**src/rtl/key_pkg.sv**
```systemverilog
// Shared types and helpers for the 4x4 keypad scanner.
package key_pkg;

    typedef enum logic [1:0] {
        SCAN     = 2'd0,
        DEBOUNCE = 2'd1,
        ACCEPT   = 2'd2,
        RELEASE  = 2'd3
    } key_state_e;

    localparam logic [3:0] COL_IDLE = 4'b1110;
    localparam logic [3:0] ROW_NONE = 4'hF;

    // Exactly one row low; ghosting patterns (two or more low) never count as a key.
    function automatic logic row_valid(input logic [3:0] rows);
        logic ok;
        case (rows)
            4'b1110, 4'b1101, 4'b1011, 4'b0111: ok = 1'b1;
            default:                            ok = 1'b0;
        endcase
        return ok;
    endfunction

    function automatic logic [1:0] row_index(input logic [3:0] rows);
        logic [1:0] idx;
        case (rows)
            4'b1101: idx = 2'd1;
            4'b1011: idx = 2'd2;
            4'b0111: idx = 2'd3;
            default: idx = 2'd0;
        endcase
        return idx;
    endfunction

    function automatic logic [3:0] key_digit(input logic [1:0] row, input logic [1:0] col);
        return {row, col};
    endfunction

endpackage

```
**src/rtl/key_sync.sv**
```systemverilog
// Two-flop synchroniser for the asynchronous keypad row lines; idles high (no key).
module key_sync #(
    parameter int W = 4
) (
    input  logic         clk,
    input  logic         clr,
    input  logic [W-1:0] d_i,
    output logic [W-1:0] q_o
);

    logic [W-1:0] meta_q;
    logic [W-1:0] sync_q;

    always_ff @(posedge clk or negedge clr) begin
        if (!clr) begin
            meta_q <= '1;
            sync_q <= '1;
        end else begin
            meta_q <= d_i;
            sync_q <= meta_q;
        end
    end

    assign q_o = sync_q;

endmodule

```
**src/rtl/key_scanner.sv**
```systemverilog
// 4x4 keypad scanner: column scan, press/release debounce, hex digit entry register.
//   state    | meaning
//   SCAN     | stepping columns, sample rows on last dwell cycle
//   DEBOUNCE | column frozen, counting cycles rows equal the latched pattern
//   ACCEPT   | single cycle after a debounced press; outputs already updated
//   RELEASE  | column frozen, counting cycles with all rows high
module key_scanner
    import key_pkg::*;
#(
    parameter int SCAN_DIV     = 50000,
    parameter int DEBOUNCE_CNT = 500000
) (
    input  logic       clk,
    input  logic       clr,
    input  logic [3:0] KEY_R,
    output logic [3:0] KEY_C,
    output logic [7:0] out,
    output logic [3:0] key_code,
    output logic       key_valid
);

    localparam int DW = $clog2(SCAN_DIV);
    localparam int CW = $clog2(DEBOUNCE_CNT);
    localparam logic [DW-1:0] DWELL_LAST = DW'(SCAN_DIV - 1);
    localparam logic [CW-1:0] CNT_LAST   = CW'(DEBOUNCE_CNT - 1);

    logic [3:0]    rs;
    key_state_e    state_q, state_d;
    logic [1:0]    col_q, col_d;
    logic [3:0]    kc_q;
    logic [DW-1:0] dwell_q, dwell_d;
    logic [CW-1:0] cnt_q, cnt_d;
    logic [3:0]    pat_q, pat_d;
    logic [7:0]    out_q, out_d;
    logic [3:0]    code_q, code_d;
    logic          valid_q, valid_d;

    key_sync #(.W(4)) u_sync (
        .clk (clk),
        .clr (clr),
        .d_i (KEY_R),
        .q_o (rs)
    );

    always_ff @(posedge clk or negedge clr) begin
        if (!clr) begin
            state_q <= SCAN;
            col_q   <= 2'd0;
            kc_q    <= COL_IDLE;
            dwell_q <= '0;
            cnt_q   <= '0;
            pat_q   <= ROW_NONE;
            out_q   <= 8'h00;
            code_q  <= 4'h0;
            valid_q <= 1'b0;
        end else begin
            state_q <= state_d;
            col_q   <= col_d;
            kc_q    <= ~(4'b0001 << col_d);
            dwell_q <= dwell_d;
            cnt_q   <= cnt_d;
            pat_q   <= pat_d;
            out_q   <= out_d;
            code_q  <= code_d;
            valid_q <= valid_d;
        end
    end

    always_comb begin
        state_d = state_q;
        col_d   = col_q;
        dwell_d = dwell_q;
        cnt_d   = cnt_q;
        pat_d   = pat_q;
        case (state_q)
            SCAN: begin
                if (dwell_q == DWELL_LAST) begin
                    dwell_d = '0;
                    if (row_valid(rs)) begin
                        pat_d   = rs;
                        cnt_d   = '0;
                        state_d = DEBOUNCE;
                    end else begin
                        col_d = col_q + 2'd1;
                    end
                end else begin
                    dwell_d = dwell_q + 1'b1;
                end
            end
            DEBOUNCE: begin
                if (rs != pat_q) begin
                    cnt_d   = '0;
                    col_d   = col_q + 2'd1;
                    state_d = SCAN;
                end else if (cnt_q == CNT_LAST) begin
                    cnt_d   = '0;
                    state_d = ACCEPT;
                end else begin
                    cnt_d = cnt_q + 1'b1;
                end
            end
            ACCEPT: begin
                cnt_d   = '0;
                state_d = RELEASE;
            end
            RELEASE: begin
                if (rs != ROW_NONE) begin
                    cnt_d = '0;
                end else if (cnt_q == CNT_LAST) begin
                    cnt_d   = '0;
                    col_d   = col_q + 2'd1;
                    state_d = SCAN;
                end else begin
                    cnt_d = cnt_q + 1'b1;
                end
            end
            default: begin
                cnt_d   = '0;
                dwell_d = '0;
                state_d = SCAN;
            end
        endcase
    end

    // Outputs load on the edge into ACCEPT so they are visible during the ACCEPT cycle.
    always_comb begin
        out_d   = out_q;
        code_d  = code_q;
        valid_d = 1'b0;
        if (state_q == DEBOUNCE && state_d == ACCEPT) begin
            code_d  = key_digit(row_index(pat_q), col_q);
            out_d   = {out_q[3:0], code_d};
            valid_d = 1'b1;
        end
    end

    assign KEY_C     = kc_q;
    assign out       = out_q;
    assign key_code  = code_q;
    assign key_valid = valid_q;

endmodule

```
**config.mk**
```make
export PLATFORM = sky130hd
export DESIGN_NAME = key_scanner
export DESIGN_NICKNAME = d
export VERILOG_FILES = /design/src/rtl/key_pkg.sv /design/src/rtl/key_sync.sv /design/src/rtl/key_scanner.sv
export SDC_FILE = /design/constraint.sdc
export NUM_CORES = 1
export LEC_CHECK = 0
export BUFFER_PORTS_ARGS = -buffer_cell sky130_fd_sc_hd__buf_2
export CAP_MARGIN = 20
export CORE_AREA = 2 2 58 102
export CTS_BUF_LIST = sky130_fd_sc_hd__clkbuf_2
export DETAILED_ROUTE_END_ITERATION = 7
export DIE_AREA = 0 0 60 104
export GPL_ROUTABILITY_DRIVEN = 0
export PLACE_DENSITY = 0.8
export SLEW_MARGIN = 10
export SYNTH_ARGS = -nofsm -noshare
export SYNTH_HDL_FRONTEND = slang
export SYNTH_SLANG_ARGS = --single-unit
export TNS_END_PERCENT = 10
```
**constraint.sdc**
```tcl
create_clock -name clk -period 2.3 [get_ports clk]
set_input_delay 0.115 -clock clk [delete_from_list [all_inputs] [get_ports clk]]
set_output_delay 0.115 -clock clk [all_outputs]
set_load 0.05 [all_outputs]
```
Yosys cells after proc, flatten, opt, wreduce, memory -nomap -nowiden

Cells that the tools add are included.

Input bits: 6
Output and inout bits: 17
Bits in registers: 68
Word-level logic and storage cells: 63

Equal/unequal tests: 17
Add/sub/neg operators: 3
Reduce and logical (&&, ||, !) cells: 5
Multiplexer cells: 25
Bitwise gates (word level): 1
Shift operators: 1

Operators by type and width:

| cell                                             | number |
|---|---|
| 2-to-1 mux 19 bit                                | 5 |
| one-hot mux 19 bit (4 select lines)              | 1 |
| 2-to-1 mux 2 bit                                 | 11 |
| == test 4 bit (second input constant)            | 5 |
| adder 19 x 1 -> 19 bit (second input constant)   | 1 |
| == test 19 bit (second input constant)           | 1 |
| adder 16 x 1 -> 16 bit (second input constant)   | 1 |
| == test 16 bit (second input constant)           | 1 |
| 2-to-1 mux 16 bit                                | 1 |
| one-hot mux 2 bit (3 select lines)               | 2 |
| == test 4 x 3 -> 1 bit (second input constant)   | 2 |
| one-hot mux 2 bit (4 select lines)               | 1 |
| == test 2 bit (second input constant)            | 3 |
| 2-to-1 mux 1 bit                                 | 4 |
| != test 2 bit (second input constant)            | 2 |
| != test 4 bit                                    | 1 |
| != test 4 bit (second input constant)            | 1 |
| NOT 4 bit                                        | 1 |
| OR reduction 4 bit                               | 1 |
| left shift 1 x 2 -> 4 bit (first input constant) | 1 |
| AND reduction 3 bit                              | 1 |
| adder 2 x 1 -> 2 bit (second input constant)     | 1 |
| == test 2 x 1 -> 1 bit (second input constant)   | 1 |
| logical NOT 2 bit                                | 1 |
| 2 further kinds                                  | 2 |

Logic depth before layout (Yosys ltp)

Word-level depth: 11
Depth in mapped cells: 8
Mapped depth without buffers: 8

By module

Synthesis repeated with hierarchy kept, for this count alone.

Cell total of the unflattened synthesis: 304
Area total of the unflattened synthesis: 3,234.4 µm²

Modules (own cells, without submodules):

| module      | seq. area each (µm²) | area an instance (µm²) | cells each | instances |
|---|---|---|---|---|
| key_scanner | 1,410.1              | 3,024.2                | 296        | 1 |
| key_sync    | 210.2                | 210.2                  | 8          | 1 |

Least setup slack after synthesis

Ideal clock, no wire load.

Path type: register -> register
From: reg cnt_q[7]
To: reg kc_q[2] (netlist: KEY_C[2])
Buffers on the path: 0
Library setup time: 0.080 ns
Cell stages (with the launch flop): 7
Required time: 2.220 ns
Arrival: 1.847 ns
Period minus slack after synthesis: 1.927 ns
Path slack: 0.373 ns
Cells stage by stage: dfrtp_1 or4b_4 nor4_2 o2bb2ai_1 a21oi_1 a311o_1 o22a_1

Cells in the longest elaborated chain, start to end: 6

Ends and longest elaborated chain:

| what                               | RTL line           | RTL |
|---|---|---|
| from (decl)                        | key_scanner.sv:32  | `logic [CW-1:0] cnt_q, cnt_d;` |
| from (signal assigned)             | key_scanner.sv:61  | `cnt_q <= cnt_d;` |
| == test 19 bit                     | key_scanner.sv:109 | `end else if (cnt_q == CNT_LAST) begin` |
| 2-to-1 mux 2 bit                   | key_scanner.sv:109 |  |
| 2-to-1 mux 2 bit                   | key_scanner.sv:107 | `if (rs != ROW_NONE) begin` |
| one-hot mux 2 bit (3 select lines) | key_scanner.sv:75  | `case (state_q)` |
| left shift 1 x 2 -> 4 bit          | key_scanner.sv:59  | `kc_q <= ~(4'b0001 << col_d);` |
| NOT 4 bit                          | key_scanner.sv:59  |  |
| to (signal assigned)               | key_scanner.sv:59  |  |
| to (decl)                          | key_scanner.sv:30  | `logic [3:0] kc_q;` |

No other way between the ends.
A chain may end at the register's enable or synchronous reset.

Worst setup path in the final report

From: reg dwell_q[5]
To: reg cnt_q[10]

Cells in the longest elaborated chain, start to end: 3

Ends and longest elaborated chain:

| what                          | RTL line          | RTL |
|---|---|---|
| from (decl)                   | key_scanner.sv:31 | `logic [DW-1:0] dwell_q, dwell_d;` |
| from (signal assigned)        | key_scanner.sv:60 | `dwell_q <= dwell_d;` |
| == test 16 bit                | key_scanner.sv:77 | `if (dwell_q == DWELL_LAST) begin` |
| != test 2 bit (no line)       | --                |  |
| AND reduction 2 bit (no line) | --                |  |

No other way between the ends.

==> results <==
- The run finished with clean final reports.
- At the pin with the least slew margin, the transition time is a little over 800 ps.
- The number of antenna diodes in the final layout is 0.
- The number of flops mapped to enable cells by yosys is 0.
- The initial utilization of the core area, before any placement, comes to 58.2%.
- For the final database, setup skew stands at 24.8 ps.
- The layout has 447 filler cells.
- The data arrival time of the worst path is 2540 ps.
- The type of element capturing the critical path is a flip-flop.
- The net switching share of the total power is 24.7%.
- After floorplanning, the core was sized to cover 0.00545 mm².
- The most critical setup path has its startpoint at dwell_q[5].
- The combinational share of power is between 2 and 3%.
- Clock tree synthesis inserted a total of 9 buffers.
- The number of global-route vias before repair is 2395.
- The total overflow left after global routing is 0.
- The number of cell rows is 36.
- The total number of vias is between 2000 and 2500.
- The cell type with the largest total area after synthesis is sky130_fd_sc_hd__dfrtp_1.
- The total of max-cap violations is 0.
- In this run the cell area of the synthesized design comes to 0.00317 mm².
- For this run, the post-layout net count is 351.
- The internal power of the cells totals approximately 1300 µW.
- Dividing the final minimum period by the clock period gives a little over nine tenths.
- The buffers inserted during post-CTS setup optimization is 0.
- Synthesis inferred 64 register bits.
- The critical path in this run is classified as reg2reg.
- Setup violations remaining at the end of the flow were counted as 0.
- For this block, the routed nets add up to 6050 µm of wire.
- The share of total power dissipated in sequential elements is 67.2%.
- The family of cells with the greatest summed delay on the critical path is simple AND/OR/NAND/NOR gates.
- The die area is 0.00624 mm².
- The total power per unit cell area is around 490 mW/mm².
- The slack of the worst reg-to-reg path is 120 ps.
- The worst hold-check slack is between 100 and 150 ps.
- The startpoint kind of the worst setup timing path is a flip-flop.
- The count of buffering cells on the critical path with inverters included is 0.
- The share of post-route cells with drive strength above 1 is 23.3%.
- Traced cell by cell, the critical path runs through nor4b_2 > and4_1 > a21oi_2 > nor2_1 > nor2_1.
- The cell count after synthesis is 310.
- The clock latency at the later pin of the worst-skew pair is ~510 ps.
- The proportion of register bits with asynchronous set or reset after synthesis is 100%.
- TritonCTS built the clock tree.
- The largest net degree at the start of global routing is 37.
- At the placement stage, the worst setup path has a slack of 116 ps.
- The routed length per placed instance is 14.3 µm.
- The required time of the critical path is 2660 ps.
- In this run, the clock network consumes 30.0% of the power.
- Among all stages on the critical path, the largest delay is contributed by sky130_fd_sc_hd__nor2_1.
- The count of different cell masters after synthesis is 51.
- The maximum net fanout on the critical path is 13.
- The total number of clock tree sinks is 64.
- The max-slew violation total from the final report came to 0.
- The die is between 100 and 150 µm tall.
- The total I/O pin count is 23.
- Sorting the synthesized cells by area gives the leading types as sky130_fd_sc_hd__dfrtp_1 39%, sky130_fd_sc_hd__dfstp_2 12%, sky130_fd_sc_hd__nand2_1 6.6%.
- The total number of H-tree levels is 3.
- The cell chosen for the clock root is sky130_fd_sc_hd__clkbuf_2.
- In this run the critical register-to-register path is launched from dwell_q[5].
- The deepest clock path buffer count is 2.
- The detail route stage leaves a number of antenna-violating nets equal to 0.
- The maximum operating frequency is ~460 MHz.
- Headroom to the max-slew limit came out at 44.5%.
- Sorting the synthesized cells by how often they occur yields 56 x sky130_fd_sc_hd__nand2_1, 49 x sky130_fd_sc_hd__dfrtp_1, 29 x sky130_fd_sc_hd__nor2_1.
- The number of warning messages in the yosys log is 0.
- Port buffering added 22 buffers.
- After detailed routing, the number of vias per cell comes to 5.52.
- Sequential cells were found to cover 51.1% of the synthesized design area.
- The most prevalent standard cell on the critical path is sky130_fd_sc_hd__nor2_1.
- Across the VDD grid, the largest voltage drop is 0.258 mV.
- The pre-antenna-repair detailed-routing pass consisted of 4 iterations.
- In this run the static leakage power is 0.00156 µW.
- The final-report hold violation count is 0.
- For this run, design rule violations remaining after detail routing come to 0.
- The wire length of the first global-routing pass is 10400 µm.
- Yosys instantiated no cell more often than sky130_fd_sc_hd__nand2_1.
- The signed area change from the synthesized netlist to the final layout is 9.90%.
- The path class of the tightest hold or removal check is in2async.
- Counting I/O delays and the setup requirement, the final critical path takes 2180 ps.
- The most used flip-flop cell after synthesis is sky130_fd_sc_hd__dfrtp_1.
- In the global route stage, overall resource usage came out at 22.3%.
- When the netlist entered floorplanning its net count stood at 318.
- The wire-length estimate of the detail-placed layout is around 4500 µm.
- The quantity of gates resized following cts is 0.
- Setup repair after global routing could not meet its margin everywhere.
- The number of DRC markers after the initial detailed-route iteration is a little under 100.
- The width of the die is 60 µm.
- The slack of the critical path is 117 ps.
- Clock-pin slew was measured on the worst setup and hold paths at 170 ps.
- The initial antenna violation count is 0.
- The peak per-stage delay on the critical path is 660 ps.
- Overall power consumption after layout is estimated at 1710 µW.
- Of the post-synthesis cell area, the dominant cell type holds 38.6%.
- In this run the power spent charging and discharging nets is about 420 µW.
- The post-synthesis average cell area is 10.2 µm².
## kinds of logic after synthesis
| family | after synthesis | share of synthesized area [%] |
|---|---|---|
| and+or+nand+nor | 152 | 26.5 |
| DFF | 64 | 51.1 |
| AOI/OAI and AO/OA | 32 | 6.47 |
| xor gates and xnor gates | 31 | 8.56 |
| buffers and inverters | 21 | 3.90 |
| muxes | 8 | 2.72 |
| adders and majority gates | 2 | 0.789 |
## final timing paths
kind,to,cells after the start
min in group clk,u_sync.meta_q[1],2
min reg2reg,u_sync.q_o[2],0
min,dwell_q[5],2
max,cnt_q[10],5
max in group asynchronous,u_sync.meta_q[1],3
max reg2reg,cnt_q[10],5
## registers in the layout, summed over array words and instances, names as in the netlist, 2 cells and up
register       flops
KEY_C              4
cnt_q             19
col_q              2
dwell_q           16
out                8
pat_q              4
state_q            2
u_sync.meta_q      4
u_sync.q_o         4
## cell type report
class / count / area [µm²] / area share, %
flip-flops and latches: 64 / 1620 / 46.5
multi-input cells: 225 / 1430 / 41.0
repair buffers: 36 / 240 / 6.89
well taps: 76 / 95.1 / 2.73
clock buffers: 10 / 50.0 / 1.44
clock inverters: 6 / 26.3 / 0.753
inverters: 7 / 26.3 / 0.753
## power by group through the flow
| stage | logic (µW) | registers [µW] | clock network (µW) |
|---|---|---|---|
| floorplan | 16.8 | 1160 | 0 |
| global placement | 42.0 | 1170 | 0 |
| detailed placement | 42.9 | 1170 | 0 |
| CTS | 49.3 | 1150 | 529 |
| global route | 55.2 | 1150 | 587 |
| finish | 47.4 | 1150 | 514 |
## through the flow
step           area [µm²]  utilization, %  TNS, ps  instances
6_report             3490            64.0        0        424
4_1_cts              3490            64.0        0        424
5_1_grt              3490            64.0    -1040        424
3_3_place_gp         3360            61.7        0        403
3_5_place_dp         3360            61.7        0        403
2_1_floorplan        3170               -        0        310
## routing by layer
metal  global-route usage (%)  wire length [µm]  vias up
li1                         -                 -     1135
met1                     22.4              2230     1162
met2                     39.5              3510       31
met3                     5.72               168       12
met4                     11.6               138        0
met5                        0                 0        -
## repair_timing
action | 4_1_cts | 5_1_grt
hold buffers | 5 | 0
endpoints found under the hold margin | 26 | 0
setup endpoints to repair | 0 | 16
## cells in the final DEF (no fill, tap or decap), types with 10 or more instances in the layout
cell,count
sky130_fd_sc_hd__xnor2_1,20
sky130_fd_sc_hd__nand2_1,56
sky130_fd_sc_hd__dfrtp_1,49
sky130_fd_sc_hd__dfstp_2,15
sky130_fd_sc_hd__clkbuf_2,10
sky130_fd_sc_hd__buf_2,22
sky130_fd_sc_hd__xor2_1,11
sky130_fd_sc_hd__nand4_1,10
sky130_fd_sc_hd__nor2_1,29
sky130_fd_sc_hd__nand3_1,11
(Power assumes the default switching activity.)
